File: src/rtl/seq_chunk_feeder.sv
// Packs a 2-bit symbol stream into PE_SIZE-lane chunks and hands them to the
// PE array on request through a 2-entry chunk FIFO.
module seq_chunk_feeder #(
  parameter int PE_SIZE = 8
) (
  input  logic                 clk,
  input  logic                 rst,
  input  logic                 in_valid,
  input  logic [1:0]           in_data,
  input  logic                 in_last,
  output logic                 in_ready,
  input  logic                 request,
  output logic [PE_SIZE*2-1:0] out_data,
  output logic [PE_SIZE-1:0]   out_valid,
  output logic                 out_last
);

  localparam int IW = (PE_SIZE > 1) ? $clog2(PE_SIZE) : 1;
  localparam logic [IW-1:0] IdxLast = IW'(PE_SIZE - 1);

  logic [PE_SIZE*2-1:0] asmData;
  logic [IW-1:0]        idx;

  logic [PE_SIZE*2-1:0] fData [2];
  logic [PE_SIZE-1:0]   fMask [2];
  logic                 fLast [2];
  logic                 rdPtr;
  logic                 wrPtr;
  logic [1:0]           count;
  logic                 pending;

  logic                 accept;
  logic                 closeChunk;
  logic                 popNow;
  logic [PE_SIZE*2-1:0] asmNext;
  logic [PE_SIZE-1:0]   maskNext;

  assign in_ready   = (count != 2'd2);
  assign accept     = in_valid && in_ready;
  assign closeChunk = accept && (in_last || idx == IdxLast);
  // count is sampled before any same-edge commit
  assign popNow     = (request || pending) && (count != 2'd0);

  always_comb begin
    asmNext = asmData;
    asmNext[{idx, 1'b0} +: 2] = in_data;
    maskNext = '0;
    for (int i = 0; i < PE_SIZE; i++) begin
      maskNext[i] = (i <= int'(idx));
    end
  end

  always_ff @(posedge clk or posedge rst) begin
    if (rst) begin
      asmData   <= '0;
      idx       <= '0;
      rdPtr     <= 1'b0;
      wrPtr     <= 1'b0;
      count     <= 2'd0;
      pending   <= 1'b0;
      out_data  <= '0;
      out_valid <= '0;
      out_last  <= 1'b0;
      for (int i = 0; i < 2; i++) begin
        fData[i] <= '0;
        fMask[i] <= '0;
        fLast[i] <= 1'b0;
      end
    end else begin
      if (accept) begin
        if (closeChunk) begin
          fData[wrPtr] <= asmNext;
          fMask[wrPtr] <= maskNext;
          fLast[wrPtr] <= in_last;
          wrPtr        <= ~wrPtr;
          asmData      <= '0;
          idx          <= '0;
        end else begin
          asmData <= asmNext;
          idx     <= idx + 1'b1;
        end
      end

      if (popNow) begin
        out_data  <= fData[rdPtr];
        out_valid <= fMask[rdPtr];
        out_last  <= fLast[rdPtr];
        rdPtr     <= ~rdPtr;
        pending   <= 1'b0;
      end else if (request && count == 2'd0) begin
        pending   <= 1'b1;
        out_valid <= '0;
      end

      unique case ({closeChunk, popNow})
        2'b10:   count <= count + 2'd1;
        2'b01:   count <= count - 2'd1;
        default: count <= count;
      endcase
    end
  end

endmodule

File: config.mk
export PLATFORM = sky130hd
export DESIGN_NAME = seq_chunk_feeder
export DESIGN_NICKNAME = d
export VERILOG_FILES = /design/src/rtl/seq_chunk_feeder.sv
export SDC_FILE = /design/constraint.sdc
export NUM_CORES = 1
export LEC_CHECK = 0
export CORE_AREA = 2 2 109 111
export CTS_CLUSTER_SIZE = 12
export DETAILED_ROUTE_END_ITERATION = 6
export DIE_AREA = 0 0 111 113
export MAX_ROUTING_LAYER = met4
export SYNTH_ARGS = -nofsm -noshare
export SYNTH_HDL_FRONTEND = slang
export SYNTH_SLANG_ARGS = --single-unit
File: constraint.sdc
create_clock -name clk -period 3.76 [get_ports clk]
set_input_delay 0.752 -clock clk [delete_from_list [all_inputs] [get_ports clk]]
set_output_delay 0.752 -clock clk [all_outputs]
set_load 0.02 [all_outputs]
=== Yosys cells after proc, flatten, opt, wreduce, memory -nomap -nowiden ===
Index checks and enable logic that the tools add are counted.

* Equal/unequal tests: 4
* Shift-type cells: 2
* Add/subtract/negate cells: 4
* Reduce and logical (&&, ||, !) cells: 12
* Bitwise gates (word level): 4
* Magnitude comparators: 10
* Muxes and demuxes: 26

{| class="wikitable"
|+ Operator list
! cell !! count
|-
| $mux 16 || 5
|-
| $mux 8 || 6
|-
| $bwmux 16 || 2
|-
| $bwmux 32 || 1
|-
| $demux 16 s1 || 1
|-
| $shift 2x6->16 const A || 1
|-
| $shiftx 2x6->16 || 1
|-
| $le 3x3->1 const A || 4
|-
| $demux 8 s1 || 1
|-
| $le 2x3->1 const A || 2
|-
| $mux 1 || 6
|-
| $neg 4->6 || 1
|-
| $reduce_bool 2->1 || 3
|-
| $logic_and 1x1->1 || 5
|-
| $ge 2x2->1 const B || 2
|-
| $not 1->2 || 2
|-
| $pmux 2 s2 || 1
|-
| $add 3x1->3 const B || 1
|-
| $eq 3x3->1 const B || 1
|-
| $le 1x3->1 const A || 1
|-
| $mux 3 || 1
|-
| $add 2x1->2 const B || 1
|-
| $bwmux 2 || 1
|-
| $eq 2x1->1 const B || 1
|-
| other kinds (9) || 11
|}

* Flip-flop bits (word level): 99
* Word-level logic and storage cells: 77
* Input port bits: 7
* Output and inout bits: 26

=== Longest topological paths before layout ===
Gate-level depths: netlist (run 1).

* Depth after elaboration: 6
* Gate-level depth with buffers: 10
* Depth with buffers taken out: 8

=== Worst setup path after synthesis (run 1) ===
OpenSTA, ideal clock, no wires.

* Path type: reg2reg
* Start point: reg idx[1]
* End point: reg asmData[2]
* Buffers on the path: 1
* Stages on the path, launching flop included: 9
* Clock period less this slack: 2.075 ns
* Required time: 3.636 ns
* Setup time: 0.124 ns
* Path slack: 1.685 ns
* Arrival time: 1.951 ns
* Cell sequence: dfrtp_1 > clkbuf_1 > inv_1 > ha_1 > ha_1 > nor2b_1 > nand3_1 > a21o_1 > o2bb2ai_1

* Longest elaborated chain between the ends: 4
* Elaborated cells between the ends (all ways): 8
* Those cells by class: add/sub: 1; eq/ne: 1; shift: 2; mux: 2; reduce/logical: 2

{| class="wikitable"
|+ RTL lines
! what !! line !! source
|-
| start: declaration || 22 || <nowiki>logic [IW-1:0] idx;</nowiki>
|-
| start signal: assignment || 80 || <nowiki>idx <= idx + 1'b1;</nowiki>
|-
| $neg 4->6 / $eq 3x3->1 (equally long branches) || 46, 40 ||
|-
| $shiftx 2x6->16 (tied with other cells) || 46 || <nowiki>asmNext[{idx, 1'b0} +: 2] = in_data;</nowiki>
|-
| $bwmux 16 / $logic_and 1x1->1 (equally long branches) || 46, 40 ||
|-
| $mux 16 * || 71 || <nowiki>if (closeChunk) begin</nowiki>
|-
| end signal: assignment || 79 || <nowiki>asmData <= asmNext;</nowiki>
|-
| end: declaration || 21 || <nowiki>logic [PE_SIZE*2-1:0] asmData;</nowiki>
|}

Mark *: on every way between the ends. The rest lies on a longest branch, timed or not.
A chain may end at the register's enable or synchronous reset.

=== Worst setup path after layout (run 1) ===
* Start point: reg count[0]
* End point: out in_ready

* Longest elaborated chain between the ends: 1

{| class="wikitable"
|+ RTL lines
! what !! line !! source
|-
| start: declaration || 29 || <nowiki>logic [1:0] count;</nowiki>
|-
| start signal: assignment || 96 || <nowiki>2'b10: count <= count + 2'd1;</nowiki>
|-
| start signal: assignment || 97 || <nowiki>2'b01: count <= count - 2'd1;</nowiki>
|-
| start signal: assignment || 98 || <nowiki>default: count <= count;</nowiki>
|-
| $ne 2x2->1 || 38 || <nowiki>assign in_ready = (count != 2'd2);</nowiki>
|-
| end: declaration || 11 || <nowiki>output logic in_ready,</nowiki>
|}

Every way passes these cells.

==> results of run 1 <==
logic make-up (layout without fill, tap and decap cells):
kind of cell               count (synthesis)  after routing
DFF                                       99             99
xor gates and xnor gates                   4              4
adders and majority gates                  7              7
and+or+nand+nor                          150            150
muxes                                     33             33
AOI/OAI and AO/OA                        103            103
buffers and inverters                     37             62
cell usage in the layout, fill, tap and decap left out, drive strengths merged:
cell	instances
xor2	1
clkinvlp	3
o21bai	1
dfrtp	99
nor2	24
nand3	9
buf	5
o2bb2ai	6
xnor2	3
or3	1
nand4	1
a21oi	3
nand4b	1
clkbuf	10
and4b	1
and4	1
o21ai	66
ha	7
mux2i	33
nand2	95
and2	1
nor2b	2
o211ai	3
clkinv	1
clkdlybuf4s50	32
or2	1
inv	11
o22ai	5
and3	3
nor4b	1
o21ba	1
a31oi	16
and4bb	2
nor3	3
a21o	1
o21a	1
nand2b	4
per-layer routing:
metal | part of all wire [%] | GRT usage, % | routed length, um
met5 | 0 | - | 0
met4 | 1.6 | 5.58 | 143
met3 | 2.9 | 4.02 | 262
met1 | 49 | 21.3 | 4460
met2 | 46 | 24.4 | 4210
through the flow:
step	setup slack, ps	area [um2]
final	1130	5130
after global routing	1020	5130
after CTS	1090	5130
after detailed placement	969	4840
after global placement	1060	4840
after floorplan	418	4460
worst max-delay path, stage by stage (launching register included):
cell             delay (ps)
dfrtp_1                 470
nand2b_1                370
clkdlybuf4s50_1         690
worst min-delay path by stage:
| stage | endpoint | cells past startpoint |
|---|---|---|
| floorplan | fMask[8] | 1 |
| detailed placement | fMask[0] | 1 |
| CTS | fMask[0] | 1 |
| finish | fMask[8] | 1 |
| global placement | fMask[0] | 1 |
| global route | fMask[15] | 2 |
report_power, final:
group | internal [mW] | switching [mW] | total, mW
Clock | 0.473 | 0.416 | 0.889
Combinational | 0.645 | 0.842 | 1.49
Sequential | 1.43 | 0.284 | 1.72
area by class of cell:
class | count | area, um2
inverters | 9 | 36.3
clock buffers | 10 | 239
clock inverters | 6 | 48.8
flip-flops and latches | 99 | 2480
multi-input cells | 297 | 1780
well taps | 143 | 179
fillers | 1053 | 6140
repair buffers | 37 | 370
synth_stat cells, types with 2 or more instances:
cell	count	area (um2)
mux2i_1	33	330
ha_1	7	87.6
a31oi_1	8	50.1
nor3_1	3	15.0
and4bb_2	2	25.0
nand2_1	95	357
a21oi_1	3	15.0
nand3_4	2	35.0
a31oi_2	8	100
o211ai_1	3	22.5
o2bb2ai_1	6	52.6
nor2_1	24	90.1
nor2b_1	2	12.5
o22ai_1	5	31.3
clkbuf_1	8	30.0
buf_6	7	78.8
xnor2_1	3	26.3
inv_1	9	33.8
dfrtp_1	99	2480
nand3_1	7	35.0
and3_1	3	18.8
nand2b_1	4	25.0
buf_2	11	55.1
o21ai_0	66	330
state kept, by name (all words and copies together) (netlist names):
signal / flops
asmData: 16
count: 2
fData: 32
fLast: 2
fMask: 16
idx: 3
out_data: 16
out_last: 1
out_valid: 8
pending: 1
rdPtr: 1
wrPtr: 1
==> summary.txt, run 1 <==
Status
  – Status: completed

Placement
  – Port bufs: 32
  – Placed cell count: ~590
  – Final GP Congestion: ~0.89
  – DP HPWL: 6.22 mm

Critical path
  – CP Class: reg2out
  – Worst setup path startpoint: count[0]
  – CP endpoint kind: primary output
  – Critical Path AT: ~1900 ps
  – Crit path capture: in_ready
  – WP data required: 3010 ps
  – Reg-to-Reg End: fData[16]
  – RR Startpoint: idx[0]
  – Critical path peak fanout: 10
  – Setup slack, reg-to-reg: 1240 ps
  – CP Launch Type: flip-flop
  – Reg2reg path depth: 6

Synth
  – Number of synthesized flops with an enable pin: 0
  – Post-synthesis adder-cell area fraction: about 2.0%
  – Compound-Gate Fraction of Synth Area: between 10 and 15%
  – Simple-Gate Fraction of Synth Area: around 15%
  – Seq/Total Area, Yosys: between 50% and 60%
  – Avg Inst Size Synth: 10.3 um2
  – Synth Register Bits: about 100
  – Main synth FF type: dfrtp_1
  – XOR/XNOR Fraction of Synth Area: less than 1%
  – Syn. warnings: 0
  – Mapped cell area: 0.00446 mm2
  – Largest family of logic cells by synthesized area: simple AND/OR/NAND/NOR gates
  – FFs w/ async S/R, synth: 100%
  – Syn_nets: around 450
  – Cells after Synth: between 400 and 500
  – Mux share of post-synthesis cell area: ~7.4%
  – Synth cell types: 39

Floorplan
  – Die Ht: about 110 um
  – Row count: 39
  – Initial Util: roughly two fifths
  – Die ar.: 0.0125 mm2
  – Num ports: 33
  – Core Footprint: between 0.01 and 0.015 mm2
  – Die X: roughly 110 um

STA
  – Slew @ Worst Pin: ~900 ps
  – Min Tclk post-route: 2630 ps
  – Setup_tns: 0 ps
  – Final period utilization: a little over two thirds
  – Setup Viol. Count Final: 0
  – Fmax: between 300 and 400 MHz
  – Final hold vios: 0
  – Clock skew: 6.37 ps
  – RSZ-0062 raised after global routing: false
  – Max Slew Vio Count: 0
  – Worst slew margin: between 30% and 40%
  – Hold_ws: 469 ps

Clock network
  – # Post-CTS Setup Buffers: 0
  – CTS sink count: between 90 and 100
  – TritonCTS clock tree: yes
  – H-tree levels: 3
  – Cts repair resizes: 0
  – Worst-path clk slew: ~70 ps
  – Clock root buffer master: clkbuf_16
  – Total CTS buffers: 9
  – Clk Latency, worst-skew pair: about 350 ps
  – Worst-case clock buffer depth: 2
  – Hold-fix buffers, CTS: 0

GRT
  – GRT Total Usage: 16.1%
  – Overflow after GRT: 0
  – Initial antenna violation count: 0
  – Largest net degree at the start of global routing: approximately 60
  – Global-route wire length before repair: 15.6 mm
  – Vias in the first global route: 3047

Final layout
  – Layout cells sized above 1: 8.30%
  – # diodes: 0
  – Synth-to-layout area growth: 15.0%
  – Finished Core Util: a little under half
  – Total Nets Final: around 470
  – Layout Cells excl Fill: approximately 600

Routing
  – Vias: slightly above 3k
  – Routed Antenna Nets: 0
  – First-pass iteration count of the detailed router: 5
  – Vias per inst: a little over 5
  – DR WL/cell: 15.1 um
  – DRC Markers: 0
  – Total wire length: 9.07 mm
  – Iter 0 DRT Violations: 139

Worst hold path
  – Hold_sp: fMask[8]
  – Hold WC Path Type: reg2reg

Run
  – Max_cap viols: 0

Power and ir drop
  – Total leakage power: 2.19 nW
  – Power density over the cells: roughly 800 mW/mm2
  – Overall power: roughly 4.1 mW
  – Maximum vdd ir drop: ~290 uV
(Power assumes the default switching activity.)
==> run 2: changes to the inputs <==
Clock period 3.76 ns to 2.16 ns, I/O delays scaled along.
==> run 2 against run 1 <==
- flip-flop and latch count unchanged
- die area unchanged
- largest cell class unchanged
- clock skew up 1.4 ps
- largest power group is now combinational cells
==> summary.txt, run 2 (synthesized netlist as in run 1, its figures left out) <==
Status
  – Status: completed

STA
  – Final period utilization: a little over nine tenths
  – Final hold vios: 0
  – Slew @ Worst Pin: 546 ps
  – Fmax: 491 MHz
  – Clock skew: a little under 8 ps
  – Setup Viol. Count Final: 0
  – RSZ-0062 raised after global routing: false
  – Setup_tns: 0 ps
  – Max Slew Vio Count: 0
  – Worst slew margin: a little under two thirds
  – Min Tclk post-route: 2030 ps

Floorplan
  – Num ports: 33
  – Initial Util: 39.5%
  – Core Footprint: about 0.011 mm2
  – Die Ht: 113 um
  – Die X: ~110 um
  – Row count: 39
  – Die ar.: around 0.013 mm2

GRT
  – Overflow after GRT: 0
  – Largest net degree at the start of global routing: 50
  – Initial antenna violation count: 0
  – GRT Total Usage: approximately 17%
  – Global-route wire length before repair: approximately 16 mm
  – Vias in the first global route: 3190

Clock network
  – Clk Latency, worst-skew pair: 340 ps
  – Total CTS buffers: 9
  – H-tree levels: 3
  – Clock root buffer master: clkbuf_16
  – Worst-case clock buffer depth: 2
  – Worst-path clk slew: ~70 ps
  – TritonCTS clock tree: yes
  – CTS sink count: 99

Critical path
  – Setup slack, reg-to-reg: 170 ps
  – CP endpoint kind: primary output
  – WP data required: 1730 ps
  – Worst setup path startpoint: count[0]
  – CP Launch Type: flip-flop
  – Reg-to-Reg End: fData[9]
  – Critical path peak fanout: 6
  – Critical Path AT: roughly 1600 ps
  – Reg2reg path depth: 7
  – CP Class: reg2out
  – RR Startpoint: idx[0]

Final layout
  – FILL cells: just over 1k
  – Total Nets Final: 479
  – Largest register FFs: 32
  – Multi-input gate area in the final layout: 0.00182 mm2
  – Commonest non-fill, non-tap cell in the layout: dfrtp_1
  – Finished Core Util: a little under half
  – Register area: between 0.002 and 0.0025 mm2
  – Commonest non-fill, non-tap cells in the layout: dfrtp_1, nand2_1, o21ai_0
  – Synth-to-layout area growth: 19.5%
  – # diodes: 0
  – Layout cells sized above 1: a little under an eighth
  – Largest Register: fData

Routing
  – DRC Markers: 0
  – Routed Antenna Nets: 0
  – Total wire length: a little over 9 mm
  – DR WL/cell: ~15 um
  – Vias: 3157
  – Vias per inst: roughly 5
  – Iter 0 DRT Violations: between 200 and 250
  – First-pass iteration count of the detailed router: 4

Power and ir drop
  – Power density over the cells: ~1400 mW/mm2
  – Maximum vdd ir drop: between 900 and 1000 uV
  – Total leakage power: 2.29 nW

Run
  – Max_cap viols: 0

Worst hold path
  – Hold WC Path Type: in2async

Placement
  – DP HPWL: 6.34 mm
  – Port bufs: 32
  – Final GP Congestion: approximately 0.86
## run 2: report_power, final
part / switching [mW] / internal (mW)
clock network: 0.698 / 0.929
logic: 1.67 / 1.28
registers: 0.355 / 2.50
## run 2: timing repair
action	4_1_cts	5_1_grt
hold buffers	0	0
setup buffers	0	0
setup endpoints to repair	0	30
resized for setup	0	8
## run 2: critical path, cell delays in order, from the launching register on
cell	delay, ps
dfrtp_1	480
nand2b_1	170
clkdlybuf4s50_1	620
## run 2: final cells by class
class,instances,share of cell area (%)
clock buffers,10,4.49
repair buffers,49,9.59
inverters,9,0.705
flip-flops and latches,99,46.5
well taps,143,3.36
multi-input cells,297,34.1
clock inverters,6,1.20
## run 2: metal layers
metal	vias to the layer above	track usage (%)	wire [um]
met5	-	-	0
met1	1550	21.7	4430
met2	48	25.6	4470
met3	10	3.91	266
met4	0	6.08	150
li1	1549	-	-
## run 2: how the worst max path moves through the flow
stage	end	slack, ps	depth (start not counted)
after floorplan	asmData[2]	80	8
after global placement	asmData[9]	110	7
after detailed placement	asmData[2]	40	7
after CTS	fData[2]	8	7
after global routing	fData[9]	6	7
final	in_ready	130	2
## run 2: through the flow
step,worst slack (ps),power (mW),hold WS (ps),area (um2),instances
2_1_floorplan,84.7,4.83,434,4460,433
3_3_place_gp,113,5.68,452,4980,597
3_5_place_dp,37.2,5.77,460,4980,597
4_1_cts,8.22,7.42,435,5280,613
5_1_grt,5.80,7.97,464,5330,613
6_report,125,7.42,431,5330,613
==> run 3: changes to the inputs <==
Settings changed: CORE_AREA 2 2 109 111 to 4 4 111 113, DIE_AREA 0 0 111 113 to 0 0 115 117.
==> run 3 against run 2 <==
- power is 2.7% lower
- die area is 7.3% higher
- critical path depth is 5 higher
- largest cell class unchanged
- combinational power hardly changed
- clock-buffer cell count stayed put
- sequential share of layout area is 0.29 points higher
- maximum frequency hardly changed
- clock skew is 1.7 ps lower
- routed wire length is 4.1% lower
- sequential power hardly changed
- via count is 1.7% lower
- global-route usage is 1.4 points lower
==> summary.txt, run 3 (synthesized netlist as in run 1, its figures left out) <==
Critical path
  – Worst setup path startpoint: idx[0]
  – Setup slack, reg-to-reg: roughly 120 ps
  – RR Startpoint: idx[0]
  – Reg-to-Reg End: fData[8]
  – CP Class: reg2reg
  – Critical Path AT: 2240 ps
  – CP endpoint kind: flip-flop
  – Reg2reg path depth: 7
  – Critical path peak fanout: 7
  – CP Launch Type: flip-flop
  – WP data required: between 2000 and 2500 ps
  – Crit path capture: fData[8]

Placement
  – Placed cell count: 597
  – Placed cell area: 0.00498 mm2
  – Port bufs: 32
  – Worst slack, placed: ~9 ps
  – Final GP Congestion: 0.840
  – DP HPWL: about 6.4 mm

STA
  – Post-route setup slack: between 100 and 150 ps
  – Setup Viol. Count Final: 0
  – Clock skew: 6.02 ps
  – Max Slew Vio Count: 0
  – Min Tclk post-route: between 2000 and 2500 ps
  – Fmax: 491 MHz
  – Final period utilization: 94.3%
  – Final hold vios: 0
  – Slew @ Worst Pin: approximately 520 ps
  – Hold_ws: approximately 470 ps
  – Worst slew margin: about two thirds

Routing
  – DRC Markers: 0
  – Vias per inst: 5.06
  – First-pass iteration count of the detailed router: 4
  – Routed Antenna Nets: 0
  – DR WL/cell: between 10 and 15 um
  – Vias: a little over 3k
  – Total wire length: ~8.9 mm
  – Iter 0 DRT Violations: between 200 and 250

Final layout
  – Layout cells sized above 1: between 10% and 20%
  – # diodes: 0
  – Final instance area: around 0.0053 mm2
  – Total Nets Final: approximately 480
  – Multi-input gate area in the final layout: around 0.0018 mm2
  – FILL cells: 1069
  – Synth-to-layout area growth: 18.8%
  – Largest Register: fData
  – Commonest non-fill, non-tap cell in the layout: dfrtp_1
  – Register area: 0.00248 mm2
  – Commonest non-fill, non-tap cells in the layout: dfrtp_1, nand2_1, o21ai_0
  – Layout Cells excl Fill: between 600 and 700
  – Largest register FFs: 32

GRT
  – Overflow after GRT: 0
  – Initial antenna violation count: 0
  – Vias in the first global route: ~3.3k
  – Largest net degree at the start of global routing: 45
  – GRT Total Usage: between 10% and 20%
  – Global-route wire length before repair: approximately 16 mm

Clock network
  – # Post-CTS Setup Buffers: 0
  – Clk Latency, worst-skew pair: between 300 and 400 ps
  – CTS sink count: 99
  – TritonCTS clock tree: yes
  – H-tree levels: 3
  – Worst-case clock buffer depth: 2
  – Clock root buffer master: clkbuf_16
  – Worst-path clk slew: 60 ps
  – Total CTS buffers: 9

Floorplan
  – Die X: roughly 120 um
  – Die ar.: 0.0135 mm2
  – Die Ht: roughly 120 um
  – Num ports: 33
  – Core Footprint: roughly 0.011 mm2
  – Initial Util: around two fifths
  – Row count: 39

Run
  – Max_cap viols: 0

Status
  – Status: completed

Power and ir drop
  – Power density over the cells: between 1000 and 1500 mW/mm2
  – Maximum vdd ir drop: about 650 uV
  – Total leakage power: between 2 and 2.5 nW

Worst hold path
  – Hold WC Path Type: reg2reg
-- run 3: cell types whose count changed in the layout (fill, tap and decap cells not counted), sizes merged --
cell / before / now
bufinv: 1 / 0
clkinv: 2 / 4
inv: 9 / 8
-- run 3: worst min path at each step --
stage,startpoint,to,depth (start not counted)
2_1_floorplan,fMask[8],fMask[8],1
3_3_place_gp,fMask[8],fMask[8],1
3_5_place_dp,fMask[8],fMask[8],1
4_1_cts,fMask[15],fMask[15],2
5_1_grt,fLast[1],fLast[1],2
6_report,fMask[15],fMask[15],2
-- run 3: per-stage QoR --
stage               power [mW]  TNS, ps  utilization (%)
detailed placement        5.76        0             44.0
finish                    7.22        0             46.8
global route              7.78    -7.74             46.8
global placement          5.67        0             44.0
CTS                       7.24        0             46.4
floorplan                 4.83        0                -
-- run 3: critical path: stages (launching register included) --
cell and delay, ps:
dfrtp_2 410, inv_1 70, ha_1 240, ha_2 430, nand2b_1 110, or3_1 420
nand2_1 130, a31oi_1 100
-- run 3: layout make-up --
| type | count | area share, % |
|---|---|---|
| Timing Repair Buffer | 49 | 9.64 |
| Multi-Input combinational cell | 297 | 34.3 |
| Clock inverter | 6 | 0.803 |
| Sequential cell | 99 | 46.8 |
| Inverter | 9 | 0.709 |
| Tap cell | 143 | 3.38 |
| Clock buffer | 10 | 4.32 |
-- run 3: report_power, final --
group          switching (mW)  internal [mW]  total [mW]
clock                   0.673          0.780        1.45
sequential              0.351           2.50        2.85
combinational            1.65           1.27        2.92
-- run 3: routing by layer --
layer  vias up  part of all wire (%)  track usage, %
met3        11                   2.7            1.65
met1      1496                    47            19.8
met4         0                   1.9            6.26
met2        39                    49            24.6
met5         -                     0               -
li1       1556                     -               -
-- run 3: what timing repair did --
item,4_1_cts,5_1_grt
hold endpoints to repair,0,0
setup endpoints to repair,2,28
hold buffers,0,0
resized for setup,1,10
